<file path="src/rtl/bs_gnrtr_n_rbtr_pkg.sv">
// Shared constants and FSM state type for the bus generator/arbiter.
package bs_gnrtr_n_rbtr_pkg;
    localparam int ID_W = 8;
    localparam logic [ID_W-1:0] BCAST_ID = 8'hFF;

    typedef enum logic [1:0] {
        IDLE,
        POP,
        PUSH
    } state_t;
endpackage

</file>
<file path="src/rtl/bs_gnrtr_n_rbtr_rr_arbiter.sv">
// Round-robin selector: lowest requester strictly above the last grant wins,
// otherwise wrap around to the lowest requester overall.
module rr_arbiter #(
    parameter int N = 4
) (
    input  logic [N-1:0] req,
    input  logic [N-1:0] last,
    output logic [N-1:0] gnt,
    output logic         valid
);
    localparam logic [N-1:0] ONE = N'(1);

    logic [N-1:0] above;
    logic [N-1:0] hi_req;

    always_comb begin
        // above = every bit strictly more significant than the one-hot last grant
        above  = ~(last | (last - ONE));
        hi_req = req & above;
        if (|hi_req) gnt = hi_req & (~hi_req + ONE);
        else         gnt = req & (~req + ONE);
    end

    assign valid = |req;
endmodule

</file>
<file path="src/rtl/bs_gnrtr_n_rbtr.sv">
// Bus generator and arbiter: pops one device FIFO per transaction and routes
// the packet to one device, all devices but the sender, or nowhere.
module bs_gnrtr_n_rbtr
    import bs_gnrtr_n_rbtr_pkg::*;
#(
    parameter int              drvrs     = 4,
    parameter int              pckg_sz   = 16,
    parameter logic [ID_W-1:0] broadcast = BCAST_ID
) (
    input  logic                            clk,
    input  logic                            reset,
    input  logic [drvrs-1:0]                pndng,
    input  logic [drvrs-1:0][pckg_sz-1:0]   D_pop,
    output logic [drvrs-1:0]                pop,
    output logic [drvrs-1:0]                push,
    output logic [drvrs-1:0][pckg_sz-1:0]   D_push
);
    // Pointer reset to the top device so the first search begins at device 0.
    localparam logic [drvrs-1:0] LAST_RST = drvrs'(1) << (drvrs - 1);

    state_t             state, state_nxt;
    logic [drvrs-1:0]   gnt, last_gnt, push_nxt;
    logic               gnt_vld;
    logic [pckg_sz-1:0] head, pkt, lane;
    logic [ID_W-1:0]    dest;

    rr_arbiter #(.N(drvrs)) u_arb (
        .req   (pndng),
        .last  (last_gnt),
        .gnt   (gnt),
        .valid (gnt_vld)
    );

    always_comb begin
        head = '0;
        for (int i = 0; i < drvrs; i++)
            if (last_gnt[i]) head = head | D_pop[i];
    end

    assign dest = head[pckg_sz-1 -: ID_W];

    always_comb begin
        state_nxt = state;
        push_nxt  = '0;
        case (state)
            IDLE: if (gnt_vld) state_nxt = POP;
            POP: begin
                state_nxt = PUSH;
                if (dest == broadcast) push_nxt = ~last_gnt;
                else
                    for (int i = 0; i < drvrs; i++)
                        if (int'(dest) == i) push_nxt[i] = 1'b1;
            end
            PUSH:    state_nxt = IDLE;
            default: state_nxt = IDLE;
        endcase
    end

    always_ff @(posedge clk) begin
        if (reset) state <= IDLE;
        else       state <= state_nxt;
    end

    always_ff @(posedge clk) begin
        if (reset) begin
            pop      <= '0;
            push     <= '0;
            last_gnt <= LAST_RST;
            pkt      <= '0;
            lane     <= '0;
        end else begin
            pop  <= (state == IDLE && gnt_vld) ? gnt : '0;
            push <= push_nxt;
            if (state == IDLE && gnt_vld) last_gnt <= gnt;
            if (state == POP)             pkt      <= head;
            // lanes keep the last delivered packet between pushes
            if (|push)                    lane     <= pkt;
        end
    end

    always_comb begin
        for (int i = 0; i < drvrs; i++)
            D_push[i] = (|push) ? pkt : lane;
    end
endmodule

</file>
<file path="config.mk">
export PLATFORM = sky130hd
export DESIGN_NAME = bs_gnrtr_n_rbtr
export DESIGN_NICKNAME = d
export VERILOG_FILES = /design/src/rtl/bs_gnrtr_n_rbtr_pkg.sv /design/src/rtl/bs_gnrtr_n_rbtr_rr_arbiter.sv /design/src/rtl/bs_gnrtr_n_rbtr.sv
export SDC_FILE = /design/constraint.sdc
export NUM_CORES = 1
export LEC_CHECK = 0
export BUFFER_PORTS_ARGS = -buffer_cell sky130_fd_sc_hd__buf_2
export CORE_AREA = 10 10 114 65
export DETAILED_ROUTE_END_ITERATION = 12
export DIE_AREA = 0 0 124 75
export MAX_ROUTING_LAYER = met4
export PLACE_DENSITY = 0.95
export SLEW_MARGIN = 10
export SYNTH_ARGS = -nofsm -noshare
export SYNTH_HDL_FRONTEND = slang
export SYNTH_SLANG_ARGS = --single-unit
</file>
<file path="constraint.sdc">
create_clock -name clk -period 4 [get_ports clk]
set_input_delay 0.8 -clock clk [delete_from_list [all_inputs] [get_ports clk]]
set_output_delay 0.8 -clock clk [all_outputs]
set_load 0.005 [all_outputs]
</file>
==> run summary, run 1 <==
Port-buffer cells: 141
worst hold path endpoint: pkt[8]
worst hold stages: 2
Slew Limit Fails: 0
Worst path max stage delay: 900 ps
pwr dens: 342 nW/um2
Worst Max-Slew Pin Slew: 1090 ps
first-pass GRT wire length: 10400 um
Max IR drop VDD: 0.185 mV
reg2reg start: last_gnt[1]
CP max-delay cell: nor4_4
status: finished clean
worst hold slack: 505 ps
final antenna-violating net count: 0
sequential area share after synthesis: 37.4%
PostCTS Resize Cnt: 0
worst path cell trace: nor4_4, mux2_1, buf_2
post-synthesis compound-gate area fraction: 23.9%
most common cell after layout, fill and taps aside: buf_2
largest net degree at the start of global routing: 33
First DRT Iteration DRCs: 108
max_cap viols: 0
setup TNS: 0 ps
final hold violations: 0
crit path launch type: flip-flop
DRC Markers: 0
simple-gate share of the synthesized area: 12.7%
Top-Level Pins: 142
Die H: 75 um
clk_skew: 3.09 ps
layout cells sized above 1: 48.8%
fin crit share: 73.8%
Yosys warning count: 0
critical path data required time: 3200 ps
post-layout net count: 409
Clock Sinks: 46
post-CTS setup repair buffer count: 0
R2R Setup Slk: 1930 ps
xor and xnor area share after synthesis: 0%
GRT Util Overall: 14.6%
clk_lat worst skew: 300 ps
initial core utilization: 46.1%
1st-pass router iterations: 4
n_diodes: 0
CTS clk-pin slew, worst paths: 80 ps
multiplexer share of the synthesized area: 7.31%
Rows: 19
utilization after layout: 54.6%
Final setup viols: 0
initial antenna violation count: 0
Syn Inst Count: 255
total CTS buffers: 5
routed via count: 2132
H-tree Lvls: 2
crit-path max FO: 16
Setup CP Type: flip-flop to output pin
CTS tree: yes
Die ar.: 9300 um2
Synth Area per Inst: 9.66 um2
RSZ-0062 raised after global routing: no
core area: 5350 um2
Synth cell types: 37
mapped cell area: 2460 um2
Max Freq: 339 MHz
Leak: 1.55 nW
GP Congestion: 0.763
Synthesized Nets: 325
most frequent cells in the layout: buf_2 (141), dfxtp_1 (46), and2_1 (17)
combinational family with the most area after synthesis: compound AO/OA/AOI/OAI gates
Synth Area in Adders: 0%
average wire per standard cell: 17.2 um
number of synthesized register bits: 46
area grow syn2layout: 18.5%
clock buffer depth: 2
clock tree root driver cell: clkbuf_8
hold_sp: pkt[8]
Worst Reg2Reg Path Length in Cells: 5
Worst Hold Class: flip-flop to flip-flop
DPL Wire Length: 5610 um
final wirelength: 7110 um
# fillers: 508
Vias/cell: 5.16
CP Capture Type: output pin
Arr. time, crit path: 2150 ps
CTS hold repair buffers: 0
Die X-Extent: 124 um
Period minus WS final: 2950 ps
max_slew headroom: 27.0%
vias in the first global route: 2035
gr ovfl total: 0
reg-to-reg endpoint: push[2]
area by class of cell:
cell class / count / area, um2 / share of cell area (%)
Multi-Input combinational cell: 139 / 1080 / 37.1
Sequential cell: 46 / 921 / 31.5
Timing Repair Buffer: 141 / 706 / 24.2
Tap cell: 73 / 91.3 / 3.13
Clock buffer: 7 / 86.3 / 2.96
Inverter: 6 / 22.5 / 0.771
Clock inverter: 1 / 8.76 / 0.300
layer usage:
metal | up-vias | global-route usage (%) | share of wire [%]
li1 | 1052 | - | -
met1 | 1005 | 15.2 | 37
met2 | 61 | 27.3 | 56
met3 | 14 | 2.69 | 5.2
met4 | 0 | 5.71 | 2.1
met5 | - | - | 0
where the power goes:
| group | internal [mW] | switching, mW | leakage, nW |
|---|---|---|---|
| Sequential | 0.484 | 0.0388 | 0.375 |
| Clock | 0.143 | 0.160 | 0.0489 |
| Combinational | 0.0840 | 0.0879 | 1.13 |
per-stage QoR:
| stage | instance area, um2 | total power, mW | cells | setup slack [ps] |
|---|---|---|---|---|
| after floorplan | 2460 | 0.639 | 255 | 1650 |
| after global placement | 2830 | 0.697 | 405 | 1360 |
| after detailed placement | 2830 | 0.703 | 405 | 1330 |
| after CTS | 2920 | 1.00 | 413 | 995 |
| after global routing | 2920 | 1.04 | 413 | 837 |
| final | 2920 | 0.998 | 413 | 1050 |
synth_stat cells, drive strengths merged:
master / n / area, um2
a211o: 1 / 8.76
a211oi: 8 / 60.1
a21o: 3 / 22.5
a21oi: 3 / 15.0
a221oi: 8 / 143
a22o: 8 / 70.1
a22oi: 16 / 120
a31oi: 8 / 50.1
and2: 17 / 106
and3: 2 / 12.5
and4: 1 / 8.76
buf: 54 / 400
clkbuf: 10 / 37.5
dfxtp: 46 / 921
inv: 6 / 22.5
mux2: 16 / 180
nand2: 1 / 3.75
nand2b: 3 / 18.8
nand4: 3 / 25.0
nor2: 15 / 56.3
nor2b: 1 / 6.26
nor3: 6 / 35.0
nor4: 3 / 33.8
o211a: 1 / 10.0
o211ai: 1 / 7.51
o21ai: 8 / 40.0
o31ai: 1 / 7.51
o32ai: 4 / 35.0
or2: 1 / 6.26
flip-flops by register name (all words and copies together), names as in the netlist:
register  cells
state         2
pop           4
pkt          16
last_gnt      4
lane         16
push          4
worst max-delay path, delay by kind of cell, from the launching register on:
kind	cells	cell delay, ps
mux	1	450
simple gates	1	900
flops	1	340
buf+inv	1	150
worst max-delay path by stage:
stage	from	to	slack, ps	depth (start not counted)
after global routing	push[1]	D_push[40]	840	3
after global placement	push[1]	D_push[15]	1360	3
after CTS	push[1]	D_push[56]	990	3
after detailed placement	push[1]	D_push[56]	1330	3
final	push[1]	D_push[41]	1050	3
after floorplan	push[1]	D_push[21]	1650	4
kinds of logic (layout without fill, tap and decap cells):
| group | count (synthesis) | after routing |
|---|---|---|
| muxes | 16 | 16 |
| buffers and inverters | 70 | 155 |
| DFF | 46 | 46 |
| and+or+nand+nor | 53 | 53 |
| AOI/OAI and AO/OA | 70 | 70 |
No activity file was read; power rests on OpenSTA's default activity.
==> run 2: changes to the inputs <==
Settings changed: ABC_AREA set to 1, CORE_AREA 10 10 114 65 to 10 10 120 68, DIE_AREA 0 0 124 75 to 0 0 130 78, PLACE_DENSITY 0.95 to 0.92.
Clock period 4 ns to 2.9 ns, I/O delays scaled along.
==> run summary, run 2 <==
status: finished clean
Leak: 1.90 nW (+22%)
fin crit share: 90.6%
clock buffer depth: 2 (unchanged)
initial antenna violation count: 0 (unchanged)
max_slew headroom: 41.5% (+15 points)
H-tree Lvls: 2 (unchanged)
Synth cell types: 20 (-46%)
crit path launch type: flip-flop
sequential area share after synthesis: 33.8% (-3.6 points)
layout cells sized above 1: 30.0% (-19 points)
gr ovfl total: 0 (unchanged)
Vias/cell: 4.67 (-9.5%)
Post-synth EDFFs: 0 (unchanged)
# fillers: 639 (+26%)
Syn Inst Count: 432 (+69%)
Max IR drop VDD: 0.226 mV (+22%)
Yosys warning count: 0 (unchanged)
Max Freq: 380 MHz
leading area contributor after synthesis: dfxtp_1
1st-pass router iterations: 4 (unchanged)
RSZ-0062 raised after global routing: no
area grow syn2layout: 18.1%
crit-path max FO: 32 (+16)
Die X-Extent: 130 um (+4.8%)
CTS hold repair buffers: 0 (unchanged)
most frequent cells in the layout: buf_2 (141), nand2_1 (128), inv_1 (59)
core area: 6250 um2 (+17%)
Rows: 21 (+2)
average wire per standard cell: 14.0 um (-19%)
CP Capture Type: output pin
final hold violations: 0 (unchanged)
Regs by FF count: lane x16, pkt x16
Arr. time, crit path: 2050 ps (-100 ps)
Top-Level Pins: 142 (unchanged)
CTS tree: yes
post-layout net count: 586 (+43%)
main flop type after synthesis: dfxtp_1
Clock Sinks: 46 (unchanged)
async set-reset flop share out of synthesis: 0% (unchanged)
top cell type's share of synthesized area: 33.8% (-3.6 points)
Slew Limit Fails: 0 (unchanged)
max_cap viols: 0 (unchanged)
clock tree root driver cell: clkbuf_16
DRC Markers: 0 (unchanged)
clk_lat worst skew: 280 ps (-20 ps)
Worst Hold Class: flip-flop to flip-flop
Die H: 78 um (+4.0%)
most common cell after layout, fill and taps aside: buf_2
GP Congestion: 0.838 (+9.9%)
setup TNS: 0 ps (unchanged)
largest net degree at the start of global routing: 33 (unchanged)
pwr dens: 499 nW/um2 (+46%)
utilization after layout: 51.4% (-3.2 points)
First DRT Iteration DRCs: 144 (+33%)
most common cell in the netlist: nand2_1
Die ar.: 10100 um2 (+9.0%)
Synthesized Nets: 502 (+54%)
clk_skew: 5.00 ps (+1.91 ps)
Period minus WS final: 2630 ps
PostCTS Resize Cnt: 0 (unchanged)
n_diodes: 0 (unchanged)
critical path data required time: 2320 ps (-880 ps)
mapped cell area: 2720 um2 (+11%)
GRT Util Overall: 16.3% (+1.7 points)
CTS clk-pin slew, worst paths: 60 ps (-20 ps)
Synth Area per Inst: 6.31 um2 (-35%)
Setup CP Type: flip-flop to output pin
final wirelength: 8370 um (+18%)
Port-buffer cells: 141 (unchanged)
total CTS buffers: 5 (unchanged)
Final setup viols: 0 (unchanged)
commonest cells in the netlist: nand2_1 (128), inv_1 (59), nor2_1 (53), buf_4 (51), dfxtp_1 (46)
main area contributors after synthesis: dfxtp_1 (34%), nand2_1 (18%), buf_4 (14%), inv_1 (8.1%), nor2_1 (7.3%)
vias in the first global route: 2884 (+42%)
initial core utilization: 43.6% (-2.5 points)
first-pass GRT wire length: 13100 um (+26%)
final antenna-violating net count: 0 (unchanged)
Worst Max-Slew Pin Slew: 876 ps (-214 ps)
DPL Wire Length: 6720 um (+20%)
routed via count: 2783 (+31%)
post-CTS setup repair buffer count: 0 (unchanged)
number of synthesized register bits: 46 (unchanged)
==> run 2: cell count changes in the layout (fill, tap and decap cells not counted), moves of 16 or more <==
cell and delta:
inv_1 +53, o21ai_0 +26, nor2_1 +38, and2_1 -17, nand2_1 +127, a22oi_1 -16
==> run 2: critical path, stage by stage (launching register included) <==
cell     delay (ps)
dfxtp_1         320
nor2_1          100
nand2_1         490
o21ai_0         560
inv_1           140
buf_2           160
==> run 2: per-layer routing <==
layer / GRT usage, % / wire [um] / vias to the layer above
met1: 18.1 / 3780 / 1231
met5: - / 0 / -
met2: 27.6 / 3780 / 111
met4: 3.68 / 26 / 0
met3: 5.90 / 788 / 4
li1: - / - / 1437
==> run 2: final timing paths <==
path | start | end | slack (ps) | cells past startpoint
hold / removal | lane[10] | lane[10] | 530 | 2
hold reg to reg | lane[10] | lane[10] | 530 | 2
setup reg to reg | last_gnt[0] | push[0] | 990 | 10
setup / recovery | push[0] | D_push[45] | 270 | 5
==> run 2: layout make-up <==
class                      count  area [um2]  area share, %
clock inverter                 2        10.0          0.311
tap                           80         100           3.11
inverter                      62         233           7.23
sequential                    46         921           28.6
multi-input combinational    260        1120           34.9
timing repair buffer         141         706           21.9
clock buffer                   5         125           3.89
==> run 2: power by group <==
group	switching [mW]	internal [mW]
logic	0.200	0.132
clock network	0.232	0.311
registers	0.0556	0.673
==> run 2: kinds of logic (layout without fill, tap and decap cells) <==
family / count (synthesis) / after routing / share of synthesized area, %
buf+inv: 126 / 210 / 25.0
flops: 46 / 46 / 33.8
compound gates: 62 / 62 / 12.6
simple gates: 198 / 198 / 28.6
==> run 2: through the flow <==
step	instance area [um2]	std cells	power (mW)	hold slack [ps]	setup WS, ps
final	3220	596	1.60	526	272
after detailed placement	3080	589	1.07	517	581
after floorplan	2720	432	0.969	486	1150
after global placement	3080	589	1.06	506	671
after global routing	3220	596	1.69	576	5.24
after CTS	3220	596	1.61	533	267
==> run 3: changes to the inputs <==
Settings changed: RECOVER_POWER set to 25.
Clock period 2.9 ns to 3 ns, I/O delays scaled along.
==> run summary, run 3 (synthesis results as in run 2) <==
CTS hold repair buffers: 0 (unchanged)
first-pass GRT wire length: 12900 um (-1.6%)
Top-Level Pins: 142 (unchanged)
Max Freq: 393 MHz
gr ovfl total: 0 (unchanged)
Worst Hold Class: flip-flop to flip-flop
n_diodes: 0 (unchanged)
most common cell after layout, fill and taps aside: buf_2
First DRT Iteration DRCs: 174 (+21%)
worst hold slack: 530 ps (+3.76 ps)
core area: 6250 um2 (unchanged)
Switching Share: 28.2% (-2.2 points)
Rows: 21 (unchanged)
final wirelength: 8380 um (+0.20%)
Port-buffer cells: 141 (unchanged)
worst path cell trace: nor2_1, nand2_1, o21ai_0, inv_1, buf_2
Die ar.: 10100 um2 (unchanged)
RSZ-0062 raised after global routing: no
GP Congestion: 0.836 (-0.21%)
Comb pwr share: 19.4% (-1.3 points)
Regs by FF count: lane x16, pkt x16
fin crit share: 84.9%
initial antenna violation count: 0 (unchanged)
area grow syn2layout: 18.9%
Clock Power Share: 37.9% (+4.0 points)
combined area of the multi-input logic cells: 1120 um2 (unchanged)
GRT Util Overall: 15.8% (-0.55 points)
layout cells sized above 1: 27.9% (-2.1 points)
Leak: 1.87 nW (-1.4%)
Vias/cell: 4.78 (+2.4%)
status: finished clean
final hold violations: 0 (unchanged)
Worst Max-Slew Pin Slew: 865 ps (-11.2 ps)
clk_skew: 3.22 ps (-1.77 ps)
Arr. time, crit path: 1950 ps (-100 ps)
Die H: 78 um (unchanged)
post-layout net count: 586 (unchanged)
average wire per standard cell: 14.1 um (+0.20%)
Psw: 0.467 mW (-4.3%)
CTS tree: yes
setup TNS: 0 ps (unchanged)
initial core utilization: 43.6% (unchanged)
clock buffer depth: 2 (unchanged)
setup ws final: 453 ps (+181 ps)
routed via count: 2850 (+2.4%)
DPL Wire Length: 6720 um (about the same)
largest net degree at the start of global routing: 33 (unchanged)
Final setup viols: 0 (unchanged)
design area: 3240 um2 (+0.66%)
Max IR drop VDD: 0.235 mV (+4.1%)
Period minus WS final: 2550 ps
CP max-delay cell: o21ai_0
max_cap viols: 0 (unchanged)
# fillers: 628 (-1.7%)
placed cell areas: 3080 um2 (unchanged)
dpl ws: 739 ps (+158 ps)
max_slew headroom: 42.3% (+0.75 points)
PostCTS Resize Cnt: 0 (unchanged)
DRC Markers: 0 (unchanged)
Sequential Power Share: 42.7% (-2.7 points)
Slew Limit Fails: 0 (unchanged)
Setup CP Type: flip-flop to output pin
critical path data required time: 2400 ps (+80 ps)
Worst path max stage delay: 490 ps (-70 ps)
final antenna-violating net count: 0 (unchanged)
clock tree root driver cell: clkbuf_16
pwr dens: 511 nW/um2 (+2.5%)
vias in the first global route: 2893 (+0.31%)
Clock Sinks: 46 (unchanged)
Die X-Extent: 130 um (unchanged)
CP Capture Type: output pin
clk_lat worst skew: 280 ps (about the same)
H-tree Lvls: 2 (unchanged)
CTS clk-pin slew, worst paths: 60 ps (about the same)
post-CTS setup repair buffer count: 0 (unchanged)
total CTS buffers: 5 (unchanged)
1st-pass router iterations: 4 (unchanged)
most frequent cells in the layout: buf_2 (131), nand2_1 (128), inv_1 (59)
Power Internal: 1.19 mW (+6.4%)
Reg area: 921 um2 (unchanged)
crit-path max FO: 32 (unchanged)
crit path launch type: flip-flop
run 3: cell type report:
| cell class | instances | share of cell area [%] |
|---|---|---|
| Timing Repair Buffer | 141 | 21.4 |
| Clock inverter | 1 | 0.927 |
| Multi-Input combinational cell | 260 | 34.7 |
| Clock buffer | 6 | 4.29 |
| Tap cell | 80 | 3.09 |
| Sequential cell | 46 | 28.4 |
| Inverter | 62 | 7.19 |
run 3: layer usage:
layer / vias up / GRT usage, % / wire [um]
li1: 1439 / - / -
met5: - / - / 0
met4: 0 / 5.36 / 178
met3: 20 / 6.24 / 1030
met1: 1234 / 17.9 / 3590
met2: 157 / 24.9 / 3590
run 3: stage by stage:
stage                     power (mW)  cells  util (%)
after floorplan                0.936    432         -
after global placement          1.02    589      49.3
after detailed placement        1.04    589      49.3
after CTS                       1.67    596      52.0
after global routing            1.74    596      51.8
final                           1.66    596      51.8
run 3: worst paths after layout:
check / start / endpoint / slack, ps / cells after the start
min reg2reg: lane[5] / lane[5] / 530 / 2
min: lane[5] / lane[5] / 530 / 2
max: push[1] / D_push[2] / 450 / 5
max reg2reg: last_gnt[1] / push[1] / 1100 / 9
run 3: power groups by stage:
stage          clock network (mW)  logic [mW]  registers (mW)
6_report                    0.627       0.322           0.707
5_1_grt                     0.657       0.370           0.712
4_1_cts                     0.636       0.324           0.706
3_5_place_dp                    0       0.322           0.719
3_3_place_gp                    0       0.308           0.715
2_1_floorplan                   0       0.259           0.677
run 3: worst max-delay path: cells and delay by family, from the launching register on:
kind                   cells  cell delay (ps)
AOI/OAI and AO/OA          1              490
DFF                        1              310
buffers and inverters      2              300
and+or+nand+nor            2              570
